File: config.mk
export PLATFORM = sky130hd
export DESIGN_NAME = mem_arbiter
export DESIGN_NICKNAME = d
export VERILOG_FILES = /design/src/rtl/mem_arbiter.sv
export SDC_FILE = /design/constraint.sdc
export NUM_CORES = 1
export LEC_CHECK = 0
export ABC_AREA = 1
export CAP_MARGIN = 20
export CELL_PAD_IN_SITES_DETAIL_PLACEMENT = 0
export CELL_PAD_IN_SITES_GLOBAL_PLACEMENT = 1
export CORE_ASPECT_RATIO = 1.1
export CORE_UTILIZATION = 33
export CTS_BUF_LIST = sky130_fd_sc_hd__clkbuf_8
export DETAILED_ROUTE_END_ITERATION = 12
export PLACE_DENSITY = 0.92
export SETUP_SLACK_MARGIN = 0.1
export SLEW_MARGIN = 20
export SYNTH_ARGS = -nofsm -noshare
export SYNTH_HDL_FRONTEND = slang
export SYNTH_SLANG_ARGS = --single-unit
File: constraint.sdc
create_clock -name clk -period 1.6 [get_ports clk]
set_input_delay 0.32 -clock clk [delete_from_list [all_inputs] [get_ports clk]]
set_output_delay 0.32 -clock clk [all_outputs]
set_load 0.03 [all_outputs]
File: src/rtl/mem_arbiter.sv
// Two-requester (fetch/data) arbiter onto a single shared memory port.
// Data requests win by default; a waiting fetch is forced through after STARVE_LIMIT data grants.
module mem_arbiter #(
  parameter int STARVE_LIMIT = 4
) (
  input  logic        clk,
  input  logic        rst,
  input  logic        imem_valid,
  input  logic [31:0] imem_addr,
  output logic        imem_ready,
  output logic [31:0] imem_rdata,
  input  logic        dmem_valid,
  input  logic [31:0] dmem_addr,
  input  logic [31:0] dmem_wdata,
  input  logic [3:0]  dmem_wstrb,
  output logic        dmem_ready,
  output logic [31:0] dmem_rdata,
  output logic        mem_valid,
  output logic        mem_instr,
  output logic [31:0] mem_addr,
  output logic [31:0] mem_wdata,
  output logic [3:0]  mem_wstrb,
  input  logic        mem_ready,
  input  logic [31:0] mem_rdata
);

  localparam int            CW    = (STARVE_LIMIT < 1) ? 1 : $clog2(STARVE_LIMIT + 1);
  localparam logic [CW-1:0] LIMIT = CW'(STARVE_LIMIT);

  typedef enum logic [1:0] {
    IDLE   = 2'd0,
    BUSY_I = 2'd1,
    BUSY_D = 2'd2
  } state_t;

  state_t        r_state;
  state_t        w_state_next;

  logic          r_i_pend;
  logic [31:0]   r_i_addr;
  logic          r_d_pend;
  logic [31:0]   r_d_addr;
  logic [31:0]   r_d_wdata;
  logic [3:0]    r_d_wstrb;
  logic [CW-1:0] r_starve_cnt;

  logic          r_mem_valid;
  logic          r_mem_instr;
  logic [31:0]   r_mem_addr;
  logic [31:0]   r_mem_wdata;
  logic [3:0]    r_mem_wstrb;

  logic          w_i_req;
  logic          w_d_req;
  logic          w_starved;
  logic          w_grant_i;
  logic          w_grant_d;

  // A request arriving this cycle is visible to the grant logic directly, giving 1-cycle issue latency.
  assign w_i_req   = r_i_pend | imem_valid;
  assign w_d_req   = r_d_pend | dmem_valid;
  assign w_starved = (r_starve_cnt == LIMIT);

  always_comb begin
    w_state_next = r_state;
    w_grant_i    = 1'b0;
    w_grant_d    = 1'b0;
    imem_ready   = 1'b0;
    imem_rdata   = 32'h0;
    dmem_ready   = 1'b0;
    dmem_rdata   = 32'h0;
    case (r_state)
      IDLE: begin
        if (w_i_req && (!w_d_req || w_starved)) begin
          w_grant_i    = 1'b1;
          w_state_next = BUSY_I;
        end else if (w_d_req) begin
          w_grant_d    = 1'b1;
          w_state_next = BUSY_D;
        end
      end
      BUSY_I: begin
        if (mem_ready) begin
          imem_ready   = 1'b1;
          imem_rdata   = mem_rdata;
          w_state_next = IDLE;
        end
      end
      BUSY_D: begin
        if (mem_ready) begin
          dmem_ready   = 1'b1;
          dmem_rdata   = mem_rdata;
          w_state_next = IDLE;
        end
      end
      default: w_state_next = IDLE;
    endcase
  end

  always_ff @(posedge clk or negedge rst) begin
    if (!rst) begin
      r_state <= IDLE;
    end else begin
      r_state <= w_state_next;
    end
  end

  always_ff @(posedge clk or negedge rst) begin
    if (!rst) begin
      r_i_pend     <= 1'b0;
      r_i_addr     <= 32'h0;
      r_d_pend     <= 1'b0;
      r_d_addr     <= 32'h0;
      r_d_wdata    <= 32'h0;
      r_d_wstrb    <= 4'h0;
      r_starve_cnt <= '0;
    end else begin
      // Pending slots always take the newest request; a grant consumes whatever is newest.
      r_i_pend <= w_i_req & ~w_grant_i;
      r_d_pend <= w_d_req & ~w_grant_d;
      if (imem_valid) begin
        r_i_addr <= imem_addr;
      end
      if (dmem_valid) begin
        r_d_addr  <= dmem_addr;
        r_d_wdata <= dmem_wdata;
        r_d_wstrb <= dmem_wstrb;
      end
      if (w_grant_i) begin
        r_starve_cnt <= '0;
      end else if (w_grant_d && w_i_req && !w_starved) begin
        r_starve_cnt <= r_starve_cnt + CW'(1);
      end
    end
  end

  // Transaction fields load only on a grant, so they stay stable for the whole transaction.
  always_ff @(posedge clk or negedge rst) begin
    if (!rst) begin
      r_mem_valid <= 1'b0;
      r_mem_instr <= 1'b0;
      r_mem_addr  <= 32'h0;
      r_mem_wdata <= 32'h0;
      r_mem_wstrb <= 4'h0;
    end else begin
      r_mem_valid <= w_grant_i | w_grant_d;
      if (w_grant_i) begin
        r_mem_instr <= 1'b1;
        r_mem_addr  <= imem_valid ? imem_addr : r_i_addr;
        r_mem_wdata <= 32'h0;
        r_mem_wstrb <= 4'h0;
      end else if (w_grant_d) begin
        r_mem_instr <= 1'b0;
        r_mem_addr  <= dmem_valid ? dmem_addr  : r_d_addr;
        r_mem_wdata <= dmem_valid ? dmem_wdata : r_d_wdata;
        r_mem_wstrb <= dmem_valid ? dmem_wstrb : r_d_wstrb;
      end
    end
  end

  assign mem_valid = r_mem_valid;
  assign mem_instr = r_mem_instr;
  assign mem_addr  = r_mem_addr;
  assign mem_wdata = r_mem_wdata;
  assign mem_wstrb = r_mem_wstrb;

endmodule

# ---- Word-level counts from Yosys, hierarchy flattened
# Cells that the tools add are included.
dict set report totals {
  ff_bits 177
  in_bits 137
  output_inout_bits 136
  wordCells 66
}
dict set report op_classes {
  n_addsub 1
  eq_ne 5
  n_mux 29
  n_bitwise 7
  n_reduce_logical 11
}
# cell n
set op_table {}
lappend op_table {{$mux W32} 10}
lappend op_table {{$mux W4} 3}
lappend op_table {{$mux W1} 10}
lappend op_table {{$mux W2} 3}
lappend op_table {{$mux W3} 2}
lappend op_table {{$pmux W2 S2} 1}
lappend op_table {{$reduce_bool A2 Y1} 2}
lappend op_table {{$add A3 B1 Y3 const B} 1}
lappend op_table {{$eq A3 B3 Y1 const B} 1}
lappend op_table {{$logic_and A1 B1 Y1} 3}
lappend op_table {{$ne A3 B3 Y1 const B} 1}
lappend op_table {{$or A1 B1 Y1} 3}
lappend op_table {{$and A1 B1 Y1} 2}
lappend op_table {{$eq A2 B1 Y1 const B} 1}
lappend op_table {{$eq A2 B2 Y1 const B} 1}
lappend op_table {{$logic_not A1 Y1} 2}
lappend op_table {{$logic_not A2 Y1} 1}
lappend op_table {{$ne A2 B1 Y1 const B} 1}
lappend op_table {{$not A1 Y1} 2}
lappend op_table {{$reduce_and A2 Y1} 1}
lappend op_table {{$reduce_or A2 Y1} 1}
lappend op_table {{$logic_or A1 B1 Y1} 1}

# ---- Longest topological paths before layout
dict set report logic_depth {
  depth_word 10
  ltp_mapped 9
  ltp_nobuf 8
}

# ---- Worst setup path before layout
# OpenSTA, ideal clock, no wires.
dict set report synth_path {
  path_type {register to output}
  startpoint {reg r_state[0]}
  endpoint {out dmem_rdata[10]}
  t_arrival_ns 1.313
  t_required_ns 1.280
  path_slack_ns -0.033
  path_stages_with_launch 6
  path_buffers 1
  cell_sequence {dfrtp_1 > inv_1 > ha_1 > nand2_1 > clkbuf_1 > nor2_1}
}
dict set report synth_between {
  elab_chain_len 2
}
# element line_no
set synth_lines {}
lappend synth_lines {{from (decl)} 36} ;# state_t r_state;
lappend synth_lines {{from (signal assigned)} 104} ;# r_state <= w_state_next;
lappend synth_lines {{$eq A2 B2 Y1} 72} ;# case (r_state)
lappend synth_lines {{$mux W32} 72}
lappend synth_lines {{to (decl)} 17} ;# output logic [31:0] dmem_rdata,
# No other way between the ends.

# ---- Final worst setup path
dict set report layout_path {
  startpoint {reg r_state[0]}
  endpoint {out imem_rdata[31]}
}
dict set report layout_between {
  elab_chain_len 2
}
# element line_no
set layout_lines {}
lappend layout_lines {{$eq A2 B1 Y1} 72}
lappend layout_lines {{$mux W32} 72}
lappend layout_lines {{to (decl)} 11} ;# output logic [31:0] imem_rdata,
# No other way between the ends.

==> run_results.csv <==
group,metric,value,unit
place,io_buffers,272,
synthesis,synthTopCellsByArea,"dfrtp_1 (56%), nand2_1 (17%), inv_1 (8.0%)",
sta,setup_slack,-0.470,ns
sta,min_period_over_period,1.29,
die,die_w,150,µm
place,dp_cells,1566,
clock_network,clock_sinks,177,
synthesis,ys_ff_latch,177,
synthesis,synth_top_cell_by_area,"dfrtp_1",
synthesis,syn_nets,1154,
place,place.gp.congestion,0.782,
global_routing,grt_start_max_net_pins,42,
worst_hold_path,hold_class,"primary input to register",
worst_setup_path,cp_max_fo,8,
worst_setup_path,crit_type,"register to output port",
layout,stdcell_count,1659,
sta,hold_violations,0,
routing,drtAntennaViolNets,0,
routing,top_layer_used,"met4",
sta,skew,0.0140,ns
die,start_util,0.337,
sta,relSlewSlack,0.684,
worst_hold_path,min_path_cells,4,
clock_network,h-tree-depth,4,
worst_setup_path,r2r-start,"r_state[0]",
clock_network,cts_tree,"yes",
status,status,"finished, violations left",
place,dpl.hpwl,17400,µm
sta,fmax,0.483,GHz
synthesis,synthFlopType,"dfrtp_1",
synthesis,ys_types,19,
sta,worst_slew_pin_slew,0.470,ns
sta,worst_hold_slack,0.341,ns
routing,drt_iter0_markers,292,
synthesis,yosysMostFrequentCell,"nand2_1",
die,dieArea,0.0248,mm²
routing,drc,0,
clock_network,cts_made_buffers,17,
clock_network,cts_root_buffer,"clkbuf_8",
die,core,0.0237,mm²
die,io_pins,273,
sta,setup_tns,-41.38,ns
routing,drt_first_pass_iters,5,
die,placementRows,59,
sta,rsz0062_at_grt,"yes",
layout,utilization,0.591,
clock_network,clockBufferDepth,2,
synthesis,synth_enable_flop_cells,0,
sta,layout_min_cycle_time,2.07,ns
layout,fillers,2015,
job,cap_violations,0,
worst_hold_path,min_from,"imem_valid",
worst_setup_path,cp-startpoint,"r_state[0]",
layout,final_layout_size_suffix_gt1_frac,0.382,
global_routing,grt_usage,0.234,
routing,dr_wl_met3,1990,µm
worst_setup_path,rr_worst_depth,13,
worst_setup_path,crit_path_end_kind,"output port",
routing,routed-wl-met2,15000,µm
global_routing,antenna_found_initial,1,
synthesis,synth_area,0.00798,mm²
pwr,leakagePower,7.11,nW
synthesis,ys_seq_area_frac,0.555,
routing,viasPerCell,4.71,
global_routing,grt_pass1_wl,43200,µm
synthesis,async_flop_share,1.00,
routing,vias,7818,
sta,setup_viol,142,
synthesis,netlist_top_cells_count,"nand2_1 (352), dfrtp_1 (177), inv_1 (169)",
synthesis,netlist.area_leader.share,0.555,
global_routing,grt_overflow_total,0,
layout,syn_to_final_growth,75.5,%
sta,drv_slew,0,
synthesis,avgSynthCellArea,7.88,µm²
pwr,peakVddDrop,0.783,mV
clock_network,clk_pin_slew,0.09,ns
worst_setup_path,required,1.28,ns
routing,wl_per_cell,17.9,µm
routing,met1_length,11600,µm
clock_network,insertion_delay,0.46,ns
pwr,total_power,24.3,mW
synthesis,syn_inst,1012,
status,violations,"negative setup slack",
routing,drt_wl_total,29700,µm
pwr,power_density,1740,mW/mm²
worst_setup_path,start_kind,"register",
die,fp.dieH,165,µm
worst_setup_path,worstPathArrival,1.75,ns
global_routing,grt_pass1_vias,7978,
layout,nNetsFinal,1482,
synthesis,yosysWarnings,0,
## through the flow
| step | instance area [µm²] | setup slack [ns] |
|---|---|---|
| after CTS | 13500 | -0.445 |
| after floorplan | 8210 | -0.0234 |
| after detailed placement | 11400 | -0.299 |
| after global placement | 11400 | -0.277 |
| final | 14000 | -0.470 |
| after global routing | 14000 | -0.532 |
## timing repair
item,4_1_cts,5_1_grt
pin swaps,99,19
hold buffers,1,0
gates resized for setup,481,298
setup buffers,25,4
cloned,28,4
endpoints found under the hold margin,34,0
setup endpoints to repair,209,186
## cell usage in the layout (no fill, tap or decap), types with 2 or more instances in the layout
master	netlist	final
clkinvlp_4	0	5
nand2_2	1	60
nand2_1	352	246
nor2_2	1	14
inv_1	169	165
nand3_4	1	4
bufinv_16	0	2
o21ai_0	67	64
nand3_1	72	10
nand4_1	32	32
buf_2	25	70
clkbuf_8	0	17
buf_16	0	24
ha_4	0	3
buf_8	0	3
nand2_4	0	46
ha_1	5	2
clkbuf_16	0	4
inv_6	0	4
nor2_1	67	3
nor2_4	0	51
nand3_2	0	59
buf_12	0	31
buf_6	2	76
clkdlybuf4s50_1	0	133
inv_8	0	3
o21ai_2	0	3
inv_2	4	6
o21ai_1	2	2
dfrtp_1	177	177
buf_4	8	24
## critical path, stage by stage (launching register included)
cell and delay, ns:
dfrtp_1 0.43, buf_6 0.13, ha_4 0.15, nand2_8 0.09, buf_16 0.20, nor2_1 0.12
buf_4 0.18
## area by class of cell
class | count | area, µm² | share of cell area
tap | 305 | 382 | 0.0272
timing repair buffer | 367 | 4170 | 0.297
timing repair inverter | 1 | 30.0 | 0.00214
clock inverter | 15 | 175 | 0.0125
clock buffer | 17 | 234 | 0.0167
inverter | 173 | 676 | 0.0482
multi-input combinational | 603 | 3910 | 0.279
antenna | 1 | 2.50 | 0.000179
sequential | 177 | 4430 | 0.316
## worst paths after layout
kind | end | slack [ns]
max | imem_rdata[31] | -0.47
min | r_i_addr[31] | 0.34
max reg2reg | mem_addr[28] | -0.31
min reg2reg | mem_addr[28] | 0.48
max in group asynchronous | r_d_addr[2] | 0.67
min in group asynchronous | r_d_addr[17] | 0.35
## power breakdown
| group | internal (mW) | switching (mW) |
|---|---|---|
| registers | 5.63 | 0.853 |
| logic | 6.43 | 8.19 |
| clock network | 1.43 | 1.78 |
## state kept, by name, indices dropped and copies added, names as in the netlist
signal	flops
mem_addr	32
mem_instr	1
mem_valid	1
mem_wdata	32
mem_wstrb	4
r_d_addr	32
r_d_pend	1
r_d_wdata	32
r_d_wstrb	4
r_i_addr	32
r_i_pend	1
r_starve_cnt	3
r_state	2
## per-layer routing
metal / vias up / global-route usage
met3: 48 / 0.0514
met4: 0 / 0.0886
met1: 3749 / 0.264
met2: 292 / 0.428
li1: 3729 / -
met5: - / 0
## cells by family (layout without fill, tap and decap cells)
family,count (synthesis),after routing,synth area share
simple gates,526,526,0.271
buf+inv,232,573,0.119
flops,177,177,0.555
compound gates,72,72,0.0472
fa+ha+maj,5,5,0.00784
other cells,0,1,0
(Power assumes the default switching activity.)
